**src/rtl/fir_ctrl.sv**
```systemverilog
`default_nettype none
// ============================================================================
// Module      : fir_ctrl
// Description : Coefficient loader and one-sample-in-flight sequencer for a
//               direct-form FIR with a LAT-cycle result latency.
// Revision    : 1.0 - initial release
// ============================================================================
module fir_ctrl #(
    parameter int DELAYS = 3,
    parameter int N      = 32,
    parameter int LAT    = 2
) (
    input  logic                  clk,
    input  logic                  rst,
    input  logic                  coef_valid,
    input  logic [N-1:0]          coef_data,
    output logic                  coef_ready,
    input  logic                  s_valid,
    input  logic [N-1:0]          s_data,
    output logic                  s_ready,
    output logic                  m_valid,
    output logic [N-1:0]          m_data,
    input  logic                  m_ready,
    output logic [(DELAYS+1)*N-1:0] fir_b,
    output logic [N-1:0]          fir_x,
    output logic                  fir_ena,
    output logic                  fir_rst,
    input  logic [N-1:0]          fir_y,
    output logic                  cfg_done
);

    localparam int c_WPW = (DELAYS > 0) ? $clog2(DELAYS + 1) : 1;
    localparam logic [c_WPW-1:0] c_WPTR_LAST = c_WPW'(DELAYS);
    localparam logic [3:0]       c_CNT_LAST  = 4'(LAT);

    localparam logic [1:0] c_LOAD = 2'd0;
    localparam logic [1:0] c_IDLE = 2'd1;
    localparam logic [1:0] c_BUSY = 2'd2;
    localparam logic [1:0] c_HOLD = 2'd3;

    logic [1:0]             r_state;
    logic [c_WPW-1:0]       r_wptr;
    logic                   r_commit_pend;
    logic [3:0]             r_cnt;
    logic [(DELAYS+1)*N-1:0] r_fir_b;
    logic [N-1:0]           r_fir_x;
    logic [N-1:0]           r_m_data;
    logic                   r_m_valid;
    logic                   r_fir_ena;
    logic                   r_fir_rst;
    logic                   r_cfg_done;

    logic                   w_coef_fire;
    logic                   w_s_fire;
    logic                   w_last;
    logic                   w_direct_commit;
    logic                   w_defer;
    logic                   w_pend_commit;
    logic                   w_commit;
    logic [(DELAYS+1)*N-1:0] w_new_b;

    assign coef_ready  = ~r_commit_pend;
    // The cycle carrying fir_rst is kept free of samples so the delay line is
    // cleared before the first sample under the new coefficients.
    assign s_ready     = (r_state == c_IDLE) & ~r_commit_pend & ~r_fir_rst;
    assign w_coef_fire = coef_valid & coef_ready;
    assign w_s_fire    = s_valid & s_ready;
    assign w_last      = (r_wptr == c_WPTR_LAST);

    assign w_direct_commit = w_coef_fire & w_last &
                             ((r_state == c_LOAD) | ((r_state == c_IDLE) & ~w_s_fire));
    assign w_defer         = w_coef_fire & w_last & ~w_direct_commit;
    assign w_pend_commit   = (r_state == c_IDLE) & r_commit_pend;
    assign w_commit        = w_direct_commit | w_pend_commit;

    genvar k;
    generate
        for (k = 0; k <= DELAYS; k++) begin : g_shadow
            logic [N-1:0] r_word;

            always_ff @(posedge clk) begin
                if (rst) begin
                    r_word <= '0;
                end else if (w_coef_fire && (r_wptr == c_WPW'(k))) begin
                    r_word <= coef_data;
                end
            end

            if (k == DELAYS) begin : g_last_word
                // A direct commit happens on the same edge as the final write,
                // so the final word is forwarded from the input.
                assign w_new_b[k*N +: N] = r_commit_pend ? r_word : coef_data;
            end else begin : g_word
                assign w_new_b[k*N +: N] = r_word;
            end
        end
    endgenerate

    always_ff @(posedge clk) begin
        if (rst) begin
            r_state       <= c_LOAD;
            r_wptr        <= '0;
            r_commit_pend <= 1'b0;
            r_cnt         <= '0;
            r_fir_b       <= '0;
            r_fir_x       <= '0;
            r_m_data      <= '0;
            r_m_valid     <= 1'b0;
            r_fir_ena     <= 1'b0;
            r_fir_rst     <= 1'b1;
            r_cfg_done    <= 1'b0;
        end else begin
            r_fir_ena <= 1'b0;
            r_fir_rst <= 1'b0;

            if (w_commit) begin
                r_wptr <= '0;
            end else if (w_coef_fire && !w_last) begin
                r_wptr <= r_wptr + 1'b1;
            end

            if (w_defer) begin
                r_commit_pend <= 1'b1;
            end else if (w_pend_commit) begin
                r_commit_pend <= 1'b0;
            end

            if (w_commit) begin
                r_fir_b    <= w_new_b;
                r_fir_rst  <= 1'b1;
                r_cfg_done <= 1'b1;
            end

            case (r_state)
                c_LOAD: begin
                    if (w_direct_commit) begin
                        r_state <= c_IDLE;
                    end
                end
                c_IDLE: begin
                    if (w_s_fire) begin
                        r_fir_x   <= s_data;
                        r_fir_ena <= 1'b1;
                        r_cnt     <= '0;
                        r_state   <= c_BUSY;
                    end
                end
                c_BUSY: begin
                    // r_cnt is 0 in the fir_ena cycle; fir_y is valid LAT cycles later.
                    if (r_cnt == c_CNT_LAST) begin
                        r_m_data  <= fir_y;
                        r_m_valid <= 1'b1;
                        r_state   <= c_HOLD;
                    end else begin
                        r_cnt <= r_cnt + 4'd1;
                    end
                end
                c_HOLD: begin
                    if (m_ready) begin
                        r_m_valid <= 1'b0;
                        r_state   <= c_IDLE;
                    end
                end
                default: begin
                    r_state <= c_LOAD;
                end
            endcase
        end
    end

    assign fir_b    = r_fir_b;
    assign fir_x    = r_fir_x;
    assign fir_ena  = r_fir_ena;
    assign fir_rst  = r_fir_rst;
    assign m_valid  = r_m_valid;
    assign m_data   = r_m_data;
    assign cfg_done = r_cfg_done;

endmodule
`default_nettype wire
```
**config.mk**
```make
export PLATFORM = sky130hd
export DESIGN_NAME = fir_ctrl
export DESIGN_NICKNAME = d
export VERILOG_FILES = /design/src/rtl/fir_ctrl.sv
export SDC_FILE = /design/constraint.sdc
export NUM_CORES = 1
export LEC_CHECK = 0
export CAP_MARGIN = 20
export CORE_MARGIN = 1.5
export CORE_UTILIZATION = 53
export DETAILED_ROUTE_END_ITERATION = 10
export PLACE_DENSITY = 0.85
export SLEW_MARGIN = 10
export SYNTH_ARGS = -nofsm -noshare
export SYNTH_HDL_FRONTEND = slang
export SYNTH_SLANG_ARGS = --single-unit
```
**constraint.sdc**
```tcl
create_clock -name clk -period 3.9 [get_ports clk]
set_input_delay 0.78 -clock clk [delete_from_list [all_inputs] [get_ports clk]]
set_output_delay 0.78 -clock clk [all_outputs]
set_load 0.005 [all_outputs]
```
## After elaboration in Yosys (flattened, before gate mapping)

Cells that the tools add are included.

| operators by class | value |
|---|---|
| reduce and logical (&&, ||, !) cells | 18 |
| $add $sub $neg | 2 |
| multiplexer cells | 16 |
| bitwise gates (word level) | 16 |
| eq/ne operators | 12 |

Operators by type and width:

| operator | number |
|---|---|
| 32-bit two-way mux | 1 |
| 2-bit != test, second input constant | 5 |
| 1-bit AND | 9 |
| 2-bit equality test, second input constant | 4 |
| 2-bit two-way mux | 4 |
| 4-bit two-way mux | 2 |
| 2-bit case mux with 4 select lines | 1 |
| 4-bit case mux with 2 select lines | 1 |
| 1-bit two-way mux | 6 |
| 3-bit AND reduction | 2 |
| 2-bit nonzero test | 3 |
| 1-bit logical AND | 5 |
| 1-bit inverter | 5 |
| 4-bit by 1-bit adder with 4-bit output, second input constant | 1 |
| 2-bit by 1-bit equality test with 1-bit output, second input constant | 2 |
| 4-bit by 2-bit equality test with 1-bit output, second input constant | 1 |
| 2-bit logical NOT | 2 |
| 2-bit AND reduction | 2 |
| 4-bit AND reduction | 1 |
| 2-bit OR reduction | 2 |
| 2-bit by 1-bit adder with 2-bit output, second input constant | 1 |
| 1-bit OR | 2 |
| 1-bit case mux with 2 select lines | 1 |
| 1-bit logical NOT | 1 |

| storage, ports and cells | value |
|---|---|
| register bits after elaboration | 333 |
| output and inout port bits | 198 |

## Logic depth before layout (Yosys ltp)

| logic depth | value |
|---|---|
| depth after elaboration | 11 |
| depth in mapped cells | 10 |

## Worst setup path after synthesis

No wires, ideal clock.

| timing path | value |
|---|---|
| path type | input to register |
| start point | input s_valid |
| end point | register r_cnt[3] |
| data required time | 3,809 ps |
| stages on the path | 4 |
| data arrival time | 1,968 ps |
| setup slack | 1,841 ps |
| cell sequence | or3b_2 -> a211oi_1 -> a41oi_1 -> a311oi_1 |

| between the ends | value |
|---|---|
| cells in the longest elaborated chain, start to end | 3 |

Ends and longest elaborated chain:

| what | line | RTL |
|---|---|---|
| start: declaration | 18 | `input logic s_valid,` |
| 1-bit AND | 67 | `assign w_s_fire = s_valid & s_ready;` |
| 2-bit != test (no source line) | n/a |  |
| 3-bit AND reduction (no source line) | n/a |  |
| end signal: assignment | 155 | `r_cnt <= r_cnt + 4'd1;` |
| end: declaration | 44 | `logic [3:0] r_cnt;` |

No other way between the ends.
A chain may end at the register's enable or synchronous reset.

## Worst setup path in the final report

| timing path | value |
|---|---|
| start point | register r_state[1] |
| end point | output s_ready |

| between the ends | value |
|---|---|
| cells in the longest elaborated chain, start to end | 3 |

Ends and longest elaborated chain:

| what | line | RTL |
|---|---|---|
| start: declaration | 41 | `logic [1:0] r_state;` |
| start signal: assignment | 101 | `r_state <= c_LOAD;` |
| start signal: assignment | 137 | `r_state <= c_IDLE;` |
| start signal: assignment | 145 | `r_state <= c_BUSY;` |
| 2-bit by 1-bit equality test with 1-bit output | 65 | `assign s_ready = (r_state == c_IDLE) & ~r_commit_pend & ~r_fir_rst;` |
| 1-bit AND (2 in a row) | 65 |  |
| end: declaration | 20 | `output logic s_ready,` |

No other way between the ends.

==> key figures <==
Clock network
  – CTS max path bufs: 3
  – Htree depth: 2
  – Clock-pin slew on the worst setup and hold paths: 0.06 ns
  – Clock Latency Late Sink: 0.52 ns
  – CTS tree: yes
  – CTS sink count: 333
  – Post-CTS setup buffer count: 0
  – Num CTS Buffers: 35
  – Clock Root Buffer: clkbuf_16
  – # hold bufs at CTS: 0
  – Post-CTS Resized: 0

Min path
  – Hold depth: 2
  – Hold Path Sink: fir_b[76]
  – Launch point of the worst hold path: fir_b[76]
  – Hold crit path type: reg2reg

Power and ir drop
  – Pwr/cell area: around 460 nW/µm²
  – Clock Power Share: 45.0%
  – P_sw: around 0.0017 W
  – Switching share of power: 22.9%
  – Comb power frac: under 10%
  – Peak VDD IR: 0.364 mV
  – Int Pwr: 0.00579 W
  – Sequential share of power: 47.3%
  – Leakage: between 5 and 6 nW

STA
  – Hold Vio Cnt, Final: 0
  – Hold WS: between 0.4 and 0.5 ns
  – Final Max Tran Viols: 0
  – RSZ-0062 raised after global routing: no
  – Post-route setup TNS: 0 ns
  – Setup violations, final: 0
  – Max Fclk: 0.337 GHz
  – Worst Max-Slew Pin Slew: roughly 0.84 ns
  – Period utilization: roughly three quarters
  – Layout Skew: 0.0185 ns
  – Worst rel slew slack: 43.9%
  – Tmin final: 2.96 ns

Layout
  – Commonest non-fill, non-tap cell in the layout: nand2_1
  – Most frequent cells in the layout: 584 x nand2_1, 332 x dfxtp_1, 297 x clkdlybuf4s50_1
  – Fillers: 1,583
  – # diodes: 0
  – Share of layout cells above drive strength 1: 4.84%
  – Synthesis-to-finish area growth: 35.8%
  – Fin nets: between 1,500 and 2,000

Synthesis
  – Syn. warnings: 0
  – Number of flops mapped to enable cells by yosys: 0
  – Syn nets: 1,599
  – Mapped Cells: 1,488
  – FF+latch count, synth: 333
  – Seq/Total Area, Yosys: between 50% and 60%
  – Synth unique cells: 31
  – Post-Syn Area: 12,000 µm²
  – Main synth FF type: dfxtp_1
  – Async SR Flop Fraction: 0%
  – Avg Synthesized Cell Area: around 8.1 µm²

Worst setup path
  – Reg2reg setup slack: 1.69 ns
  – Worst r2r src: r_commit_pend
  – CP startpoint: r_state[1]
  – FF-to-FF path depth: 5
  – Startpoint class of the critical path: register
  – Arrival time worst endpoint: 2.18 ns
  – Setup crit end kind: output port
  – Maximum fanout along the worst path: 9
  – Req. time, crit path: 3.12 ns
  – FF-to-FF End: r_cnt[3]
  – Critical path class: reg2out

Floorplanning
  – Io pins: 299
  – Die H: around 150 µm
  – Row cnt: 54
  – Core area: 22,000 µm²
  – Initial Util: 54.5%
  – Die W: 153 µm
  – Die Area: 23,600 µm²

Global route
  – Pin count of the biggest net entering global routing: about 130
  – GR Overflow Total: 0
  – Vias in the first global route: 10,500
  – Initial antenna violation count: 0
  – First-pass GRT wire length: 52,900 µm
  – Global-route usage over all layers: 27.6%

Run
  – Max_cap viols: 0

Placement
  – Detailed placer's ending HPWL: about 22,000 µm
  – RePlAce Congestion: 0.791
  – # port buffers: 298

Routing
  – Vias per cell: 5.38
  – Remaining antenna violation count: 0
  – Via count: 10,900
  – Drt wl/cell: between 15 and 20 µm
  – Iteration-0 DRC Markers: 823
  – First-pass DRT Iterations: 5
  – Detailed-route DRC error count: 0
  – Routed WL: 33,400 µm

Status
  – Outcome: finished clean
final cells by class:
| type | instances | area, µm² | share of cell area [%] |
|---|---|---|---|
| Tap cell | 280 | 350 | 2.15 |
| Clock buffer | 50 | 1030 | 6.34 |
| Multi-Input combinational cell | 1032 | 4850 | 29.8 |
| Timing Repair Buffer | 321 | 3210 | 19.7 |
| Clock inverter | 10 | 143 | 0.875 |
| Inverter | 9 | 33.8 | 0.207 |
| Sequential cell | 333 | 6670 | 40.9 |
synth_stat cells (4+ instances only):
cell      instances  area [µm²]
nand2_1         584        2190
ha_1             10         125
dfxtp_1         333        6670
nor2b_1           4        25.0
buf_2            36         180
mux2i_1          35         350
nand2b_1          5        31.3
and2_1            5        31.3
a21oi_1         291        1460
nor2_1           42         158
a211oi_1         35         263
clkbuf_1         75         282
inv_1             9        33.8
worst max-delay path by stage:
| stage | end |
|---|---|
| 2_1_floorplan | r_cnt[3] |
| 3_3_place_gp | fir_b[6] |
| 3_5_place_dp | fir_b[35] |
| 4_1_cts | s_ready |
| 5_1_grt | s_ready |
| 6_report | s_ready |
power groups by stage:
stage,Clock (W),Combinational [W],Sequential (W)
2_1_floorplan,0,0.000307,0.00361
3_3_place_gp,0,0.000555,0.00362
3_5_place_dp,0,0.000568,0.00362
4_1_cts,0.00342,0.000575,0.00355
5_1_grt,0.00356,0.000634,0.00356
6_report,0.00338,0.000578,0.00355
layer usage:
metal / up-vias / part of all wire, % / track usage [%]
met4: 0 / 2.6 / 9.48
met3: 67 / 9.7 / 8.56
li1: 5325 / - / -
met2: 456 / 47 / 45.0
met1: 5098 / 41 / 34.6
met5: - / 0 / 0
state kept, by name (all words and copies together) (netlist names):
name / cells
cfg_done: 1
fir_b: 128
fir_ena: 1
fir_rst: 1
fir_x: 32
g_shadow.r_word: 128
m_data: 32
m_valid: 1
r_cnt: 4
r_commit_pend: 1
r_state: 2
r_wptr: 2
per-stage QoR:
stage	instance area [µm²]	setup slack, ns	std cells	total power (W)	util, %
2_1_floorplan	12000	1.84	1488	0.00392	-
3_3_place_gp	15100	0.932	1973	0.00417	68.5
3_5_place_dp	15100	0.816	1973	0.00419	68.5
4_1_cts	16300	0.909	2033	0.00754	73.8
5_1_grt	16300	0.794	2035	0.00775	74.0
6_report	16300	0.936	2035	0.00751	74.0
worst max-delay path, stage by stage (launching register included):
cell	delay (ns)
dfxtp_1	0.34
inv_1	0.08
ha_1	0.32
nor3b_1	0.33
clkdlybuf4s50_1	0.61
logic make-up (layout without fill, tap and decap cells):
family	after synthesis	after routing	synth area share, %
and+or+nand+nor	649	649	20.9
adders and majority gates	10	10	1.04
AOI/OAI and AO/OA	337	337	15.3
DFF	333	333	55.5
xor gates and xnor gates	1	1	0.0730
buffers and inverters	123	390	4.22
muxes	35	35	2.92
Note: power is estimated with default switching activity, not from simulation.
